**src/rtl/dallanma_ongorucu.sv**
```systemverilog
// dallanma_ongorucu -- branch predictor beside fetch.
//
// A direct-mapped BTB supplies the predicted target and a table of 2-bit
// saturating counters supplies the direction. The lookup is purely
// combinational from registered tables, so the prediction comes back in the
// same cycle as the fetch PC. The tables are trained from the resolution
// unit's update port. A speculative global history is kept alongside a
// committed history, and the speculative copy is repaired on a misprediction.
//
// Optional feature: define ONGORUCU_GSHARE_EN to index the counter table with
// (branch index XOR global history), i.e. gshare. When it is undefined the
// predictor is bimodal; both histories still run and are visible on gecmis_o.
//
// Handshake: there is no back-pressure. ps_gecerli_i qualifies ps_i in the
// cycle it is high and a lookup is accepted every cycle; guncelle_gecerli_i
// qualifies all guncelle_* inputs and dallanma_hata_i in the cycle it is
// high, and the update takes effect at that rising edge.
//
// Ports:
//   clk_i                    clock, rising edge
//   rst_i                    synchronous active-high reset
//   ps_i, ps_gecerli_i       fetch PC and its valid
//   atlar_o                  predicted taken
//   ongoru_hedef_o           predicted target, 0 when not predicted taken
//   guncelle_gecerli_i       resolved-branch update valid
//   guncelle_atladi_i        resolved branch was taken
//   guncelle_ps_i            PC of the resolved branch
//   guncelle_hedef_adresi_i  resolved next PC (BTB target)
//   dallanma_hata_i          resolved branch was mispredicted
//   gecmis_o                 speculative global history (debug)

module dallanma_ongorucu #(
    parameter int TABLO_BOYUT = 64,
    parameter int GECMIS_BIT  = 6
) (
    input  logic                  clk_i,
    input  logic                  rst_i,
    input  logic [31:0]           ps_i,
    input  logic                  ps_gecerli_i,
    output logic                  atlar_o,
    output logic [31:0]           ongoru_hedef_o,
    input  logic                  guncelle_gecerli_i,
    input  logic                  guncelle_atladi_i,
    input  logic [31:0]           guncelle_ps_i,
    input  logic [31:0]           guncelle_hedef_adresi_i,
    input  logic                  dallanma_hata_i,
    output logic [GECMIS_BIT-1:0] gecmis_o
);

    localparam int IDX   = $clog2(TABLO_BOYUT);
    localparam int TAG_W = 31 - IDX;

    // Table state
    logic [TABLO_BOYUT-1:0] gecerli_q;
    logic [TAG_W-1:0]       etiket_q [TABLO_BOYUT];
    logic [31:0]            hedef_q  [TABLO_BOYUT];
    logic [1:0]             sayac_q  [TABLO_BOYUT];

    logic [GECMIS_BIT-1:0]  gecmis_spek_q;
    logic [GECMIS_BIT-1:0]  gecmis_kesin_q;

    // Lookup-side and update-side index/tag. PCs are 2-byte aligned, so
    // bit 0 never takes part.
    logic [IDX-1:0]   bi, ci;
    logic [TAG_W-1:0] tag;
    logic [IDX-1:0]   gbi, gci;
    logic [TAG_W-1:0] gtag;

    assign bi   = ps_i[IDX:1];
    assign tag  = ps_i[31:IDX+1];
    assign gbi  = guncelle_ps_i[IDX:1];
    assign gtag = guncelle_ps_i[31:IDX+1];

`ifdef ONGORUCU_GSHARE_EN
    // Prediction hashes with the speculative history; training hashes with
    // the committed history as it stood before this update shifts it.
    assign ci  = bi  ^ IDX'(gecmis_spek_q);
    assign gci = gbi ^ IDX'(gecmis_kesin_q);
`else
    assign ci  = bi;
    assign gci = gbi;
`endif

    logic unused_lsb;
    assign unused_lsb = ^{ps_i[0], guncelle_ps_i[0]};

    // Same-cycle lookup; a write in this cycle is only seen after the edge.
    logic isabet;
    logic atlar;

    assign isabet         = ps_gecerli_i && gecerli_q[bi] && (etiket_q[bi] == tag);
    assign atlar          = isabet && sayac_q[ci][1];
    assign atlar_o        = atlar;
    assign ongoru_hedef_o = atlar ? hedef_q[bi] : 32'd0;
    assign gecmis_o       = gecmis_spek_q;

    // Committed history after absorbing the current resolved outcome; also
    // the value the speculative history is repaired to.
    logic [GECMIS_BIT-1:0] yeni_kesin;
    assign yeni_kesin = {gecmis_kesin_q[GECMIS_BIT-2:0], guncelle_atladi_i};

    // Valid bits, counters and histories: reset and trained here.
    always_ff @(posedge clk_i) begin
        if (rst_i) begin
            gecerli_q      <= '0;
            gecmis_spek_q  <= '0;
            gecmis_kesin_q <= '0;
            for (int i = 0; i < TABLO_BOYUT; i++) begin
                sayac_q[i] <= 2'b01;
            end
        end else begin
            if (guncelle_gecerli_i) begin
                if (guncelle_atladi_i) begin
                    gecerli_q[gbi] <= 1'b1;
                    if (sayac_q[gci] != 2'b11) begin
                        sayac_q[gci] <= sayac_q[gci] + 2'd1;
                    end
                end else if (sayac_q[gci] != 2'b00) begin
                    sayac_q[gci] <= sayac_q[gci] - 2'd1;
                end
                gecmis_kesin_q <= yeni_kesin;
            end

            // Repair wins over the speculative shift of a concurrent hit.
            if (dallanma_hata_i && guncelle_gecerli_i) begin
                gecmis_spek_q <= yeni_kesin;
            end else if (isabet) begin
                gecmis_spek_q <= {gecmis_spek_q[GECMIS_BIT-2:0], atlar};
            end
        end
    end

    // Tag and target storage carries no reset: a cleared valid bit hides it.
    // Not-taken outcomes never touch the BTB.
    always_ff @(posedge clk_i) begin
        if (!rst_i && guncelle_gecerli_i && guncelle_atladi_i) begin
            etiket_q[gbi] <= gtag;
            hedef_q[gbi]  <= guncelle_hedef_adresi_i;
        end
    end

endmodule

```
**config.mk**
```make
export PLATFORM = sky130hd
export DESIGN_NAME = dallanma_ongorucu
export DESIGN_NICKNAME = d
export VERILOG_FILES = /design/src/rtl/dallanma_ongorucu.sv
export SDC_FILE = /design/constraint.sdc
export NUM_CORES = 2
export LEC_CHECK = 0
export BUFFER_PORTS_ARGS = -buffer_cell sky130_fd_sc_hd__buf_4
export CAP_MARGIN = 20
export CORE_ASPECT_RATIO = 0.5
export CORE_UTILIZATION = 28
export DETAILED_ROUTE_END_ITERATION = 6
export GPL_TIMING_DRIVEN = 0
export PLACE_DENSITY = 0.38
export REMOVE_ABC_BUFFERS = 1
export SLEW_MARGIN = 5
export SYNTH_ARGS = -nofsm -noshare
export SYNTH_HDL_FRONTEND = slang
export SYNTH_SLANG_ARGS = --single-unit
```
**constraint.sdc**
```tcl
create_clock -name clk_i -period 13.5 [get_ports clk_i]
set_input_delay 0.675 -clock clk_i [delete_from_list [all_inputs] [get_ports clk_i]]
set_output_delay 0.675 -clock clk_i [all_outputs]
set_load 0.05 [all_outputs]
```
Yosys cells after proc, flatten, opt, wreduce, memory -nomap -nowiden

Memory sizes are Yosys's and may differ from the RTL's.
Cells that the tools add are included.

Register bits: 75
RAM bits: 3776
Input port bits: 102
Output and inout port bits: 39
Logic and storage cells: 52
Memories kept: 3

Memory list:

| name     | depth | width | rd ports | clocked after memory_dff | wr ports | line | text |
|---|---|---|---|---|---|---|---|
| hedef_q  | 64    | 32    | 1        | 0                        | 1        | 56   | `logic [31:0] hedef_q [TABLO_BOYUT];` |
| etiket_q | 64    | 25    | 1        | 0                        | 1        | 55   | `logic [TAG_W-1:0] etiket_q [TABLO_BOYUT];` |
| sayac_q  | 64    | 2     | 2        | 0                        | 64       | 57   | `logic [1:0] sayac_q [TABLO_BOYUT];` |

$add $sub $neg: 2
Order comparisons: 3
Equal/unequal tests: 2
Mux-type cells: 25
Bitwise operators: 2
Reduce and logical (&&, ||, !) cells: 12

Operators with widths:

| kind                                                                                 | count |
|---|---|
| 64-bit bitwise OR                                                                    | 1 |
| 32-bit 2-to-1 mux                                                                    | 1 |
| 25-bit == test                                                                       | 1 |
| 6-bit 2-to-1 mux                                                                     | 3 |
| 1-bit 2-to-1 mux                                                                     | 17 |
| 6-bit by 7-bit less-than comparator with 1-bit output (second input constant)        | 2 |
| 1-bit logical AND                                                                    | 7 |
| 1-bit binary-select mux with 6-bit select                                            | 1 |
| 1-bit demux with 6-bit select                                                        | 1 |
| 6-bit by 1-bit greater-or-equal comparator with 1-bit output (second input constant) | 1 |
| 2-bit 2-to-1 mux                                                                     | 2 |
| 2-bit nonzero test                                                                   | 2 |
| 2-bit by 1-bit adder with 2-bit output (second input constant)                       | 1 |
| 2-bit != test (second input constant)                                                | 1 |
| 2-bit AND reduction                                                                  | 1 |
| 2-bit OR reduction                                                                   | 1 |
| 2-bit by 1-bit subtractor with 2-bit output (second input constant)                  | 1 |
| 1-bit zero test                                                                      | 1 |
| 1-bit bitwise OR                                                                     | 1 |

Logic depth before layout (Yosys ltp)

An unclocked memory read counts as a cell.

Word-level depth: 10
Mapped depth: 18
Mapped depth without buffers: 10

Worst setup path after synthesis

Ideal clock, no wire load.

Kind: input port to output port
Start point: input port ps_i[1]
End point: output port ongoru_hedef_o[18]
Arrival: 4690 ps
Data required time: 12825 ps
Setup slack: 8135 ps
Stages on the path: 16
Path buffers: 9
Path through: buf_6 > buf_6 > buf_4 > buf_6 > buf_4 > buf_2 > buf_2 > buf_2 > o21ai_0 > o211ai_1 > o211ai_1 > xnor2_1 > nor3_2 > nand4b_4 > buf_6 > a311oi_1

Cells in the longest elaborated chain, start to end: 6
Elaborated cells on any way between the ends: 10
Those cells by class: eq/ne: 1; mux: 3; reduce/logical: 3; memory: 3

Ends and longest elaborated chain:

| what                                                                       | line | text |
|---|---|---|
| start: declaration                                                         | 38   | `input logic [31:0] ps_i,` |
| parallel branches: the longest is 5 deep, another holds memory 64 x 25 bit | --   |  |
| 32-bit 2-to-1 mux (*)                                                      | 94   | `assign ongoru_hedef_o = atlar ? hedef_q[bi] : 32'd0;` |
| end: declaration                                                           | 41   | `output logic [31:0] ongoru_hedef_o,` |

Mark *: on every way between the ends. The select of a mux whose other input is x is not followed.

Worst setup path after layout

Start point: input port ps_i[2]
End point: output port ongoru_hedef_o[31]

Same word-level chain as after synthesis.

==> metrics.md <==
| Metric | Value |
|---|---|
| Outcome | `completed` |
| Worst-case clock buffer depth | `4` |
| Final setup violation count | `0` |
| Reg2reg end | `gecmis_o[0]` |
| Max cap viols | `0` |
| Area grow syn2layout | `20.1%` |
| Drc violations | `0` |
| DIE WIDTH | `1040 um` |
| Initial antenna violation count | `48` |
| Asr flop ratio synth | `0%` |
| Register area share after synthesis | `76.8%` |
| Share of layout cells above drive strength 1 | `28.8%` |
| Die Height | `519 um` |
| Peak supply drop | `88.5 uV` |
| Final Max Slew Viols | `0` |
| Syn_area_per_cell | `22.0 um^2` |
| H-Tree Depth | `5` |
| Share of the core filled with cells | `33.8%` |
| Worst Skew | `29.6 ps` |
| WHS Endpoint | `gecmis_o[0]` |
| Unrepaired setup endpoints after global routing | `false` |
| Overflow after GRT | `0` |
| Post-DP HPWL | `349000 um` |
| Relative slew slack | `21.2%` |
| Clock Sinks | `3851` |
| Setup bufs post-CTS | `0` |
| Min-delay src | `guncelle_atladi_i` |
| Area contributors post-synth | `edfxtp_1 76%, mux4_2 15%, mux2i_1 2.0%` |
| RR Startpoint | `etiket_q[15][16]` |
| Synth Instances | `6809` |
| Most common cell in the netlist | `edfxtp_1` |
| Min Tclk post-route | `9440 ps` |
| Initial DRC Count | `9697` |
| Sum Neg Setup Slack | `0 ps` |
| Worst-Margin Slew | `1170 ps` |
| Fmax | `106 MHz` |
| GR Util All Layers | `19.3%` |
| 1st-pass router iterations | `5` |
| Via density per instance | `5.16` |
| Seq cells post-synth | `3851` |
| Buffers on Ports | `138` |
| Final #Nets | `7445` |
| CTS Buf Count | `383` |
| Root buffer cell | `clkbuf_16` |
| Core ar. | `0.531 mm^2` |
| Leak | `55.5 nW` |
| Maximum fanout along the worst path | `107` |
| Crit path launch type | `input port` |
| Hold_ws | `69.6 ps` |
| Distinct cells, synth | `78` |
| PD cells | `141 mW/mm^2` |
| Ports | `141` |
| WHS Path Cells | `3` |
| Final worst slack | `4060 ps` |
| Yosys top cell area share | `75.8%` |
| Largest net degree at the start of global routing | `111` |
| Number of global-route vias before repair | `75200` |
| CTS tree | `built` |
| Starting Density | `28.2%` |
| Worst R2R Path Depth | `12` |
| Data arrival, critical path | `8760 ps` |
| Row count | `189` |
| Yosys warns | `0` |
| DRT antenna net count | `0` |
| Main synth FF type | `edfxtp_1` |
| Final Cycle Share | `69.9%` |
| Pwr Total | `25.3 mW` |
| Endpoint class of the critical path | `output pin` |
| Later-pin clock latency in the skew report | `1050 ps` |
| Vias | `76000` |
| Place WS | `3800 ps` |
| Reg clk slew, reported paths | `60 ps` |
| Reg2reg setup slack | `8460 ps` |
| Netlist Area Pre-Place | `0.150 mm^2` |
| Yosys top cell by area | `edfxtp_1` |
| Crit Path Class | `input port to output pin` |
| Top post-synthesis cells by count | `3776 x edfxtp_1, 982 x mux4_2, 299 x mux2i_1` |
| Post-synth EDFFs | `3776` |
| Hold Crit Class | `input port to register` |
| Hold Violations, Final | `0` |
| WL per Instance | `36.1 um` |
| First-pass GRT wire length | `707000 um` |
| Crit path required time | `12820 ps` |
| Overall die area | `0.537 mm^2` |
| RePlAce Congestion | `0.699` |
| Post-CTS sizing | `0` |
| Drt total wl | `531000 um` |
## kinds of logic after synthesis
| kind of cell | synth area share [%] |
|---|---|
| mux | 16.9 |
| compound gates | 2.55 |
| simple gates | 1.98 |
| buf+inv | 1.60 |
| flops | 76.8 |
| xor+xnor | 0.146 |
## per-layer routing
layer  GRT usage [%]  routed length [um]  vias up
li1                -                   -    29900
met1            30.1              260000    43100
met2            28.9              235000     2463
met3            2.45               27200      529
met4            3.28                8780        8
met5               0                  48        -
## layout by cell type, fill, tap and decap left out, types with 26 or more instances in the layout
cell type,instances
nand3_1,56
edfxtp_1,3776
o21ai_0,33
nor2_1,111
a22oi_1,134
inv_1,70
a21o_1,65
nor2b_1,37
buf_12,304
nor2_4,67
bufinv_16,40
buf_16,104
clkbuf_1,69
a221oi_1,35
clkinv_1,99
buf_4,138
a31oi_1,26
o22ai_1,95
dfxtp_1,75
clkbuf_16,394
mux4_2,982
a21oi_1,33
mux2i_1,299
nand2_1,182
clkinv_2,63
## repair_timing
item	CTS	global route
endpoints found under the hold margin	5	0
endpoints found under the setup margin	0	0
hold buffers	1	0
## worst max-delay path by stage
stage          cells past startpoint    start                  to
2_1_floorplan                     10  ps_i[5]  ongoru_hedef_o[18]
3_3_place_gp                      11  ps_i[1]  ongoru_hedef_o[18]
3_5_place_dp                      17  ps_i[1]  ongoru_hedef_o[31]
4_1_cts                           17  ps_i[1]  ongoru_hedef_o[31]
5_1_grt                           17  ps_i[1]  ongoru_hedef_o[31]
6_report                          20  ps_i[2]  ongoru_hedef_o[31]
## critical path, stage by stage
cell	delay, ps
buf_12	220
buf_16	430
buf_16	410
buf_16	360
buf_16	460
inv_4	340
buf_16	290
nor2_1	260
a2111oi_0	150
a211oi_1	670
xnor2_1	200
a21oi_1	130
a2111oi_2	480
nand4_1	500
buf_16	330
nand4b_4	510
buf_12	370
buf_12	180
nor2b_1	590
buf_4	320
## layout make-up
type | instances | area, um^2
inverter | 75 | 307
clock inverter | 226 | 2170
timing repair buffer | 570 | 10300
antenna | 7 | 17.5
clock buffer | 464 | 10100
multi-input combinational | 2462 | 32900
fill | 49300 | 351000
sequential | 3851 | 115000
tap | 7067 | 8840
## power breakdown
group	total [mW]	internal, mW	switching, mW	leakage [nW]
clock network	10.8	6.09	4.76	6.01
registers	13.2	13.1	0.0113	34.5
logic	1.25	0.481	0.766	15.0
total	25.3	19.7	5.53	55.5
## per-stage QoR
| stage | instances | cell area (um^2) |
|---|---|---|
| 3_3_place_gp | 13600 | 157000 |
| 2_1_floorplan | 6388 | 147000 |
| 6_report | 14700 | 180000 |
| 3_5_place_dp | 14000 | 167000 |
| 4_1_cts | 14700 | 179000 |
| 5_1_grt | 14700 | 180000 |
## sequential cells by signal (all words and copies together) (netlist names)
register	cells
gecmis_o	6
etiket_q	1600
gecmis_kesin_q	5
hedef_q	2048
sayac_q	128
gecerli_q	64
No activity file was read; power rests on OpenSTA's default activity.
